File: src/rtl/imem_pkg.sv
// Shared definitions for the instruction-memory loader: sizes, FSM states and
// the per-state status outputs.
package imem_pkg;

    localparam int IMEM_DEPTH  = 256;
    localparam int IMEM_ADDR_W = 8;
    localparam int INSTR_W     = 32;
    localparam int OPCODE_MSB  = 31;
    localparam int OPCODE_LSB  = 28;

    typedef enum logic [2:0] {
        IDLE,
        HDR,
        DATA,
        CHK,
        DONE,
        ERR
    } loader_state_t;

    typedef struct packed {
        logic rx_ready;
        logic busy;
        logic done;
        logic error;
        logic cpu_hold;
    } loader_status_t;

    // Status outputs are a pure function of the state being entered, so the
    // FSM registers them alongside the state.
    function automatic loader_status_t state_status(loader_state_t s, logic hold_idle);
        loader_status_t st;
        st.rx_ready = (s == HDR) || (s == DATA) || (s == CHK);
        st.busy     = st.rx_ready;
        st.done     = (s == DONE);
        st.error    = (s == ERR);
        st.cpu_hold = (s == IDLE) ? hold_idle : (s != DONE);
        return st;
    endfunction

    function automatic logic [OPCODE_MSB-OPCODE_LSB:0] opcode_of(logic [INSTR_W-1:0] w);
        return w[OPCODE_MSB:OPCODE_LSB];
    endfunction

endpackage

File: src/rtl/imem_loader_if.sv
// Byte-stream input and instruction-memory write port of the loader.
// master = loader side, slave = byte source / memory side.
interface imem_loader_if #(
    parameter int ADDR_W = 8
);
    logic [7:0]        rx_data;
    logic              rx_valid;
    logic              rx_ready;
    logic              imem_we;
    logic [ADDR_W-1:0] imem_addr;
    logic [31:0]       imem_wdata;

    modport master (
        input  rx_data, rx_valid,
        output rx_ready, imem_we, imem_addr, imem_wdata
    );

    modport slave (
        output rx_data, rx_valid,
        input  rx_ready, imem_we, imem_addr, imem_wdata
    );
endinterface

File: src/rtl/word_assembler.sv
// Collects four stream bytes into one big-endian word; the first byte lands in
// the top byte. word/word_valid are combinational on the fourth byte.
module word_assembler
    import imem_pkg::*;
(
    input  logic               clk,
    input  logic               rst,
    input  logic               clear,
    input  logic               byte_valid,
    input  logic [7:0]         byte_in,
    output logic [INSTR_W-1:0] word,
    output logic               word_valid
);

    logic [INSTR_W-9:0] shift_q;
    logic [1:0]         count_q;

    // NOTE: the shift register is datapath, but clearing it keeps a fresh load
    // from ever seeing stale bytes and makes word deterministic after reset.
    always_ff @(posedge clk) begin
        if (rst || clear) begin
            shift_q <= '0;
            count_q <= '0;
        end else if (byte_valid) begin
            shift_q <= {shift_q[INSTR_W-17:0], byte_in};
            count_q <= count_q + 2'd1;
        end
    end

    assign word       = {shift_q, byte_in};
    assign word_valid = byte_valid && (count_q == 2'd3);

endmodule

File: src/rtl/imem_loader.sv
// Loads a program image from a byte stream into instruction memory, checks
// its XOR checksum and holds the CPU until a load has passed.
module imem_loader
    import imem_pkg::*;
#(
    parameter int DEPTH         = IMEM_DEPTH,
    parameter int ADDR_W        = IMEM_ADDR_W,
    parameter int BASE_ADDR     = 0,
    parameter int TIMEOUT_CYC   = 1000000,
    parameter bit HOLD_AT_RESET = 1'b1
) (
    input  logic          clk,
    input  logic          rst,
    input  logic          start,
    imem_loader_if.master bus,
    output logic          cpu_hold,
    output logic          busy,
    output logic          done,
    output logic          error,
    output logic [ADDR_W:0] words_loaded
);

    localparam int                TO_W    = $clog2(TIMEOUT_CYC + 1);
    localparam logic [TO_W-1:0]   TO_LAST = TO_W'(TIMEOUT_CYC - 1);
    localparam logic [ADDR_W:0]   DEPTH_W = (ADDR_W + 1)'(DEPTH);
    localparam logic [ADDR_W-1:0] BASE_W  = ADDR_W'(BASE_ADDR);

    loader_state_t     state_q;
    loader_status_t    status_q;
    logic              imem_we_q;
    logic [ADDR_W-1:0] imem_addr_q;
    logic [INSTR_W-1:0] imem_wdata_q;
    logic [INSTR_W-1:0] xor_q;
    logic [ADDR_W:0]   n_words_q;
    logic [ADDR_W:0]   words_rx_q;
    logic [ADDR_W:0]   words_loaded_q;
    logic [TO_W-1:0]   to_cnt_q;

    logic               xfer;
    logic               asm_clear;
    logic               asm_valid;
    logic [INSTR_W-1:0] asm_word;
    logic               asm_word_valid;

    assign xfer      = bus.rx_valid && status_q.rx_ready;
    assign asm_clear = start && (state_q inside {IDLE, DONE, ERR});
    assign asm_valid = xfer && (state_q inside {DATA, CHK});

    word_assembler u_asm (
        .clk        (clk),
        .rst        (rst),
        .clear      (asm_clear),
        .byte_valid (asm_valid),
        .byte_in    (bus.rx_data),
        .word       (asm_word),
        .word_valid (asm_word_valid)
    );

    // NOTE: every register here uses non-blocking assignment so all of them
    // sample pre-edge values; later assignments in the block take priority.
    always_ff @(posedge clk) begin
        if (rst) begin
            state_q        <= IDLE;
            status_q       <= state_status(IDLE, HOLD_AT_RESET);
            imem_we_q      <= 1'b0;
            imem_addr_q    <= BASE_W;
            imem_wdata_q   <= '0;
            xor_q          <= '0;
            n_words_q      <= '0;
            words_rx_q     <= '0;
            words_loaded_q <= '0;
            to_cnt_q       <= '0;
        end else begin
            imem_we_q <= 1'b0;

            // Address and count advance in the cycle after each strobe.
            if (imem_we_q) begin
                imem_addr_q <= imem_addr_q + 1'b1;
                if (words_loaded_q != DEPTH_W) begin
                    words_loaded_q <= words_loaded_q + 1'b1;
                end
            end

            if (status_q.busy) begin
                if (xfer) begin
                    to_cnt_q <= '0;
                end else if (to_cnt_q == TO_LAST) begin
                    state_q  <= ERR;
                    status_q <= state_status(ERR, HOLD_AT_RESET);
                end else begin
                    to_cnt_q <= to_cnt_q + 1'b1;
                end
            end

            case (state_q)
                IDLE, DONE, ERR: begin
                    if (start) begin
                        state_q        <= HDR;
                        status_q       <= state_status(HDR, HOLD_AT_RESET);
                        to_cnt_q       <= '0;
                        imem_addr_q    <= BASE_W;
                        words_loaded_q <= '0;
                        words_rx_q     <= '0;
                        xor_q          <= '0;
                    end
                end
                HDR: begin
                    if (xfer) begin
                        n_words_q <= (bus.rx_data == 8'd0) ? DEPTH_W : (ADDR_W + 1)'(bus.rx_data);
                        state_q   <= DATA;
                        status_q  <= state_status(DATA, HOLD_AT_RESET);
                    end
                end
                DATA: begin
                    if (asm_word_valid) begin
                        imem_we_q    <= 1'b1;
                        imem_wdata_q <= asm_word;
                        xor_q        <= xor_q ^ asm_word;
                        words_rx_q   <= words_rx_q + 1'b1;
                        if (words_rx_q + 1'b1 == n_words_q) begin
                            state_q  <= CHK;
                            status_q <= state_status(CHK, HOLD_AT_RESET);
                        end
                    end
                end
                CHK: begin
                    if (asm_word_valid) begin
                        state_q  <= (asm_word == xor_q) ? DONE : ERR;
                        status_q <= state_status((asm_word == xor_q) ? DONE : ERR, HOLD_AT_RESET);
                    end
                end
                default: begin
                    state_q  <= IDLE;
                    status_q <= state_status(IDLE, HOLD_AT_RESET);
                end
            endcase
        end
    end

    assign bus.rx_ready   = status_q.rx_ready;
    assign bus.imem_we    = imem_we_q;
    assign bus.imem_addr  = imem_addr_q;
    assign bus.imem_wdata = imem_wdata_q;
    assign cpu_hold       = status_q.cpu_hold;
    assign busy           = status_q.busy;
    assign done           = status_q.done;
    assign error          = status_q.error;
    assign words_loaded   = words_loaded_q;

endmodule

File: src/flat_wrapper.sv
// flat-port wrapper written by rule: the top's interface ports become plain ports
module imem_loader_flat import imem_pkg::*;
#(
    parameter int DEPTH         = IMEM_DEPTH,
    parameter int ADDR_W        = IMEM_ADDR_W,
    parameter int BASE_ADDR     = 0,
    parameter int TIMEOUT_CYC   = 1000000,
    parameter bit HOLD_AT_RESET = 1'b1
)
  (clk, rst, start, cpu_hold, busy, done, error, words_loaded, bus_rx_data, bus_rx_valid, bus_rx_ready, bus_imem_we, bus_imem_addr, bus_imem_wdata);
  imem_loader_if #(.ADDR_W(ADDR_W)) bus_i ();
  input  logic clk;
  input  logic rst;
  input  logic start;
  output logic cpu_hold;
  output logic busy;
  output logic done;
  output logic error;
  output logic [ADDR_W:0] words_loaded;
  input wire logic [$bits(bus_i.rx_data)-1:0] bus_rx_data;
  input wire logic [$bits(bus_i.rx_valid)-1:0] bus_rx_valid;
  output wire logic [$bits(bus_i.rx_ready)-1:0] bus_rx_ready;
  output wire logic [$bits(bus_i.imem_we)-1:0] bus_imem_we;
  output wire logic [$bits(bus_i.imem_addr)-1:0] bus_imem_addr;
  output wire logic [$bits(bus_i.imem_wdata)-1:0] bus_imem_wdata;
  assign bus_i.rx_data = bus_rx_data;
  assign bus_i.rx_valid = bus_rx_valid;
  assign bus_rx_ready = bus_i.rx_ready;
  assign bus_imem_we = bus_i.imem_we;
  assign bus_imem_addr = bus_i.imem_addr;
  assign bus_imem_wdata = bus_i.imem_wdata;
  imem_loader #(.DEPTH(DEPTH), .ADDR_W(ADDR_W), .BASE_ADDR(BASE_ADDR), .TIMEOUT_CYC(TIMEOUT_CYC), .HOLD_AT_RESET(HOLD_AT_RESET)) u_core (.clk(clk), .rst(rst), .start(start), .bus(bus_i), .cpu_hold(cpu_hold), .busy(busy), .done(done), .error(error), .words_loaded(words_loaded));
endmodule
File: config.mk
export PLATFORM = sky130hd
export DESIGN_NAME = imem_loader_flat
export DESIGN_NICKNAME = d
export VERILOG_FILES = /design/src/rtl/imem_pkg.sv /design/src/rtl/imem_loader_if.sv /design/src/rtl/word_assembler.sv /design/src/rtl/imem_loader.sv /design/src/flat_wrapper.sv
export SDC_FILE = /design/constraint.sdc
export NUM_CORES = 1
export LEC_CHECK = 0
export ABC_CLOCK_PERIOD_IN_PS = 4700
export BUFFER_PORTS_ARGS = -buffer_cell sky130_fd_sc_hd__clkbuf_2
export CORE_ASPECT_RATIO = 0.6
export CORE_MARGIN = 2
export CORE_UTILIZATION = 55
export DETAILED_ROUTE_END_ITERATION = 10
export PLACE_DENSITY = 0.76
export SYNTH_ARGS = -nofsm -noshare
export SYNTH_HDL_FRONTEND = slang
export SYNTH_SLANG_ARGS = --single-unit
File: constraint.sdc
create_clock -name clk -period 4.7 [get_ports clk]
set_clock_uncertainty 0.1 [all_clocks]
set_input_delay 0.235 -clock clk [delete_from_list [all_inputs] [get_ports clk]]
set_output_delay 0.235 -clock clk [all_outputs]
set_load 0.1 [all_outputs]
==> results.md <==
- Status: finished, final reports clean
- Critical Path Sink Type: flop
- H-Tree Depth: 4
- Seq/Total Area, Yosys: 43.6%
- Die H: between 90 and 100 um
- Worst-path clk slew: 70 ps
- Post_cts resized: 0
- Clock Latency Late Sink: approximately 430 ps
- Reg-to-Reg Start: u_core.state_q[1]$_SDFF_PP0_
- Layout Nets: roughly 930
- Least-Margin Pin Slew: about 1100 ps
- Sink Count: roughly 150
- RSZ-0062 raised after global routing: false
- Synthesized Nets: 890
- Synth warn: 0
- GRT Residual Overflow: 0
- Setup crit start kind: flop
- Final setup violation count: 0
- Synth area leader: dfxtp_1
- Post-layout minimum cycle time: 3420 ps
- Via density: between 5 and 6
- Filler cell count: between 1000 and 1500
- Row count: 32
- Final Cell Area: a little over 8000 um^2
- Area of the multi-input gates: ~3700 um^2
- Slew Limit Headroom: 25.0%
- Req. time, crit path: about 5000 ps
- Die span in x: roughly 150 um
- Peak supply drop: 0.251 mV
- Yosys cell types: 57
- Die ar.: approximately 14000 um^2
- Post-Synthesis Cell Area: slightly above 7000 um^2
- Top FF cell, synth: dfxtp_1
- Synth top area cells: dfxtp_1, a21oi_1, nand2_1
- Fmax: around 0.29 GHz
- I/O Buffers: between 60 and 70
- Final std cells w/o fill: roughly 1100
- CTS tree: built
- All-layer global routing usage: 25.4%
- # Post-CTS Setup Buffers: 0
- Vias after detailed routing: 6284
- Synthesized instance count: 872
- Final ANT Viol Nets: 0
- CTS root buffer: clkbuf_16
- Inst Count DP: 1059
- Hold bufs inserted after CTS: 0
- Antenna diode count: 0
- #FFs+latches synth: approximately 150
- Largest net degree at the start of global routing: 52
- Register Area: roughly 3000 um^2
- DRC violations left: 0
- Post-synth EDFFs: 0
- DP Area: ~7400 um^2
- Ys async rst share: 0%
- Layout cells sized above 1: roughly an eighth
- PD cells: 357 nW/um^2
- Drt total wl: approximately 17 mm
- Clock Path Buffers: 2
- Max-slew violation count: 0
- P_leak: approximately 3.0 nW
- Initial core utilization: roughly 56%
- GPL Wtd Cong: between 0.8 and 0.9
- # IOs: 67
- Hold slack final: slightly above 50 ps
- Detailed Routing Iterations Pass 1: 5
- CP Launch Point: u_core.state_q[1]$_SDFF_PP0_
- HP Class: in -> reg
- WS Path Type: reg -> reg
- Avg Inst Size Synth: a little over 8 um^2
- Crit path DAT: between 3000 and 4000 ps
- Number of global-route vias before repair: 5461
- Number of max-cap violations: 0
- CTS buffer count: 17
- Final Hold Viols: 0
- First-pass GRT wire length: approximately 28 mm
- Wire per inst: 15.8 um
- Area growth syn-to-layout: 13.8%
- Core area: ~13000 um^2
- Critical hold path startpoint: bus_rx_data[3]
- Initial antenna violation count: 0
- Final HPWL DP: 11.0 mm
- Worst Path Max Fanout: 36
- Post-synth top area share: a little over two fifths
- Setup tns final: 0 ps
- Crit share post-route: around 73%
- DRT iter0 DRCs: roughly 620
[area by class of cell]
cell class,instances,share of cell area [%]
clock buffer,17,5.29
clock inverter,15,2.21
inverter,7,0.327
multi-input combinational,655,46.4
sequential,154,38.3
tap,170,2.65
timing repair buffer,73,4.76
[cell usage after synthesis (all sizes together), types with 2 or more instances]
master,number
nand3,18
buf,14
and4b,2
and4,5
o21a,2
nand2,143
or2,2
nor2,84
a31oi,5
and3,2
o311ai,2
a21oi,122
nor3,7
and2,5
mux2i,12
nor2b,4
ha,6
or3,19
xnor2,14
nor3b,17
a2111oi,2
or4,2
nand4,16
nand2b,4
inv,7
nand4b,2
a21o,3
nand3b,19
nor4,13
o21ai,59
xor2,46
o31ai,2
a211oi,3
clkbuf,42
dfxtp,154
[final timing paths]
check	end	slack, ps	cells after the start
setup / recovery	u_core.words_rx_q[7]$_SDFFE_PP0P_	1280	8
hold / removal	u_core.bus.imem_wdata[3]$_SDFFE_PP0P_	50	3
setup reg to reg	u_core.words_rx_q[7]$_SDFFE_PP0P_	1280	8
hold reg to reg	u_core.bus.imem_wdata[24]$_SDFFE_PP0P_	360	2
[cell usage in the layout, fill, tap and decap left out, drive strengths merged, types with 4 or more instances in the layout]
master and n:
xor2 46, nor3b 17, buf 8, and2 5, inv 16, dfxtp 154, a21oi 122, nand2 143
nand2b 4, nand3b 19, a31oi 5, clkbuf 82, nand4 16, mux2i 12, nor4 13, xnor2 14
or3 19, and4 5, o21ai 59, nor2b 4, ha 6, nor3 7, nor2 84, nand3 18
[logic make-up (layout without fill, tap and decap cells)]
kind of cell	after synthesis	count (layout)	synth area share [%]
multiplexers	12	12	1.70
XOR/XNOR	61	61	7.88
buffers and inverters	63	112	3.68
AO/OA/AOI/OAI	211	211	16.8
flip-flops	154	154	43.6
adder cells (fa/ha/maj)	6	6	1.06
AND/OR/NAND/NOR	365	365	25.2
[critical path, cell delays in order (launching register included)]
cell	delay, ps
dfxtp_1	640
and4b_1	280
buf_4	310
a21oi_1	140
o21a_1	550
nor2_4	500
buf_4	440
nand4b_1	160
a21oi_1	180
[flip-flops by register name, indices dropped and copies added, names as in the netlist]
register	flops
u_core.bus.imem_addr	8
u_core.bus.imem_wdata	32
u_core.bus.imem_we	1
u_core.bus.rx_ready	1
u_core.busy	1
u_core.cpu_hold	1
u_core.done	1
u_core.error	1
u_core.n_words_q	9
u_core.state_q	3
u_core.to_cnt_q	20
u_core.u_asm.count_q	2
u_core.u_asm.shift_q	24
u_core.words_loaded	9
u_core.words_rx_q	9
u_core.xor_q	32
[through the flow]
step                worst slack [ps]  total power [mW]  util (%)
finish                          1280              2.87      63.4
global route                     980              2.95      63.4
CTS                             1320              2.88      63.4
detailed placement              1350              1.48      58.6
global placement                1480              1.48      58.6
floorplan                       2090              1.44         -
[routing by layer]
| layer | global-route usage [%] | vias to the layer above | wire length, um |
|---|---|---|---|
| li1 | - | 3095 | - |
| met3 | 5.37 | 12 | 1240 |
| met5 | 0 | - | 0 |
| met1 | 40.4 | 2962 | 8830 |
| met4 | 5.66 | 0 | 104 |
| met2 | 34.5 | 215 | 7030 |
[power by group]
group | internal [mW] | leakage (nW) | total, mW | switching [mW]
clock | 0.804 | 0.294 | 1.41 | 0.606
sequential | 1.31 | 1.24 | 1.32 | 0.0106
combinational | 0.0318 | 1.46 | 0.135 | 0.104
Note: power is estimated with default switching activity, not from simulation.
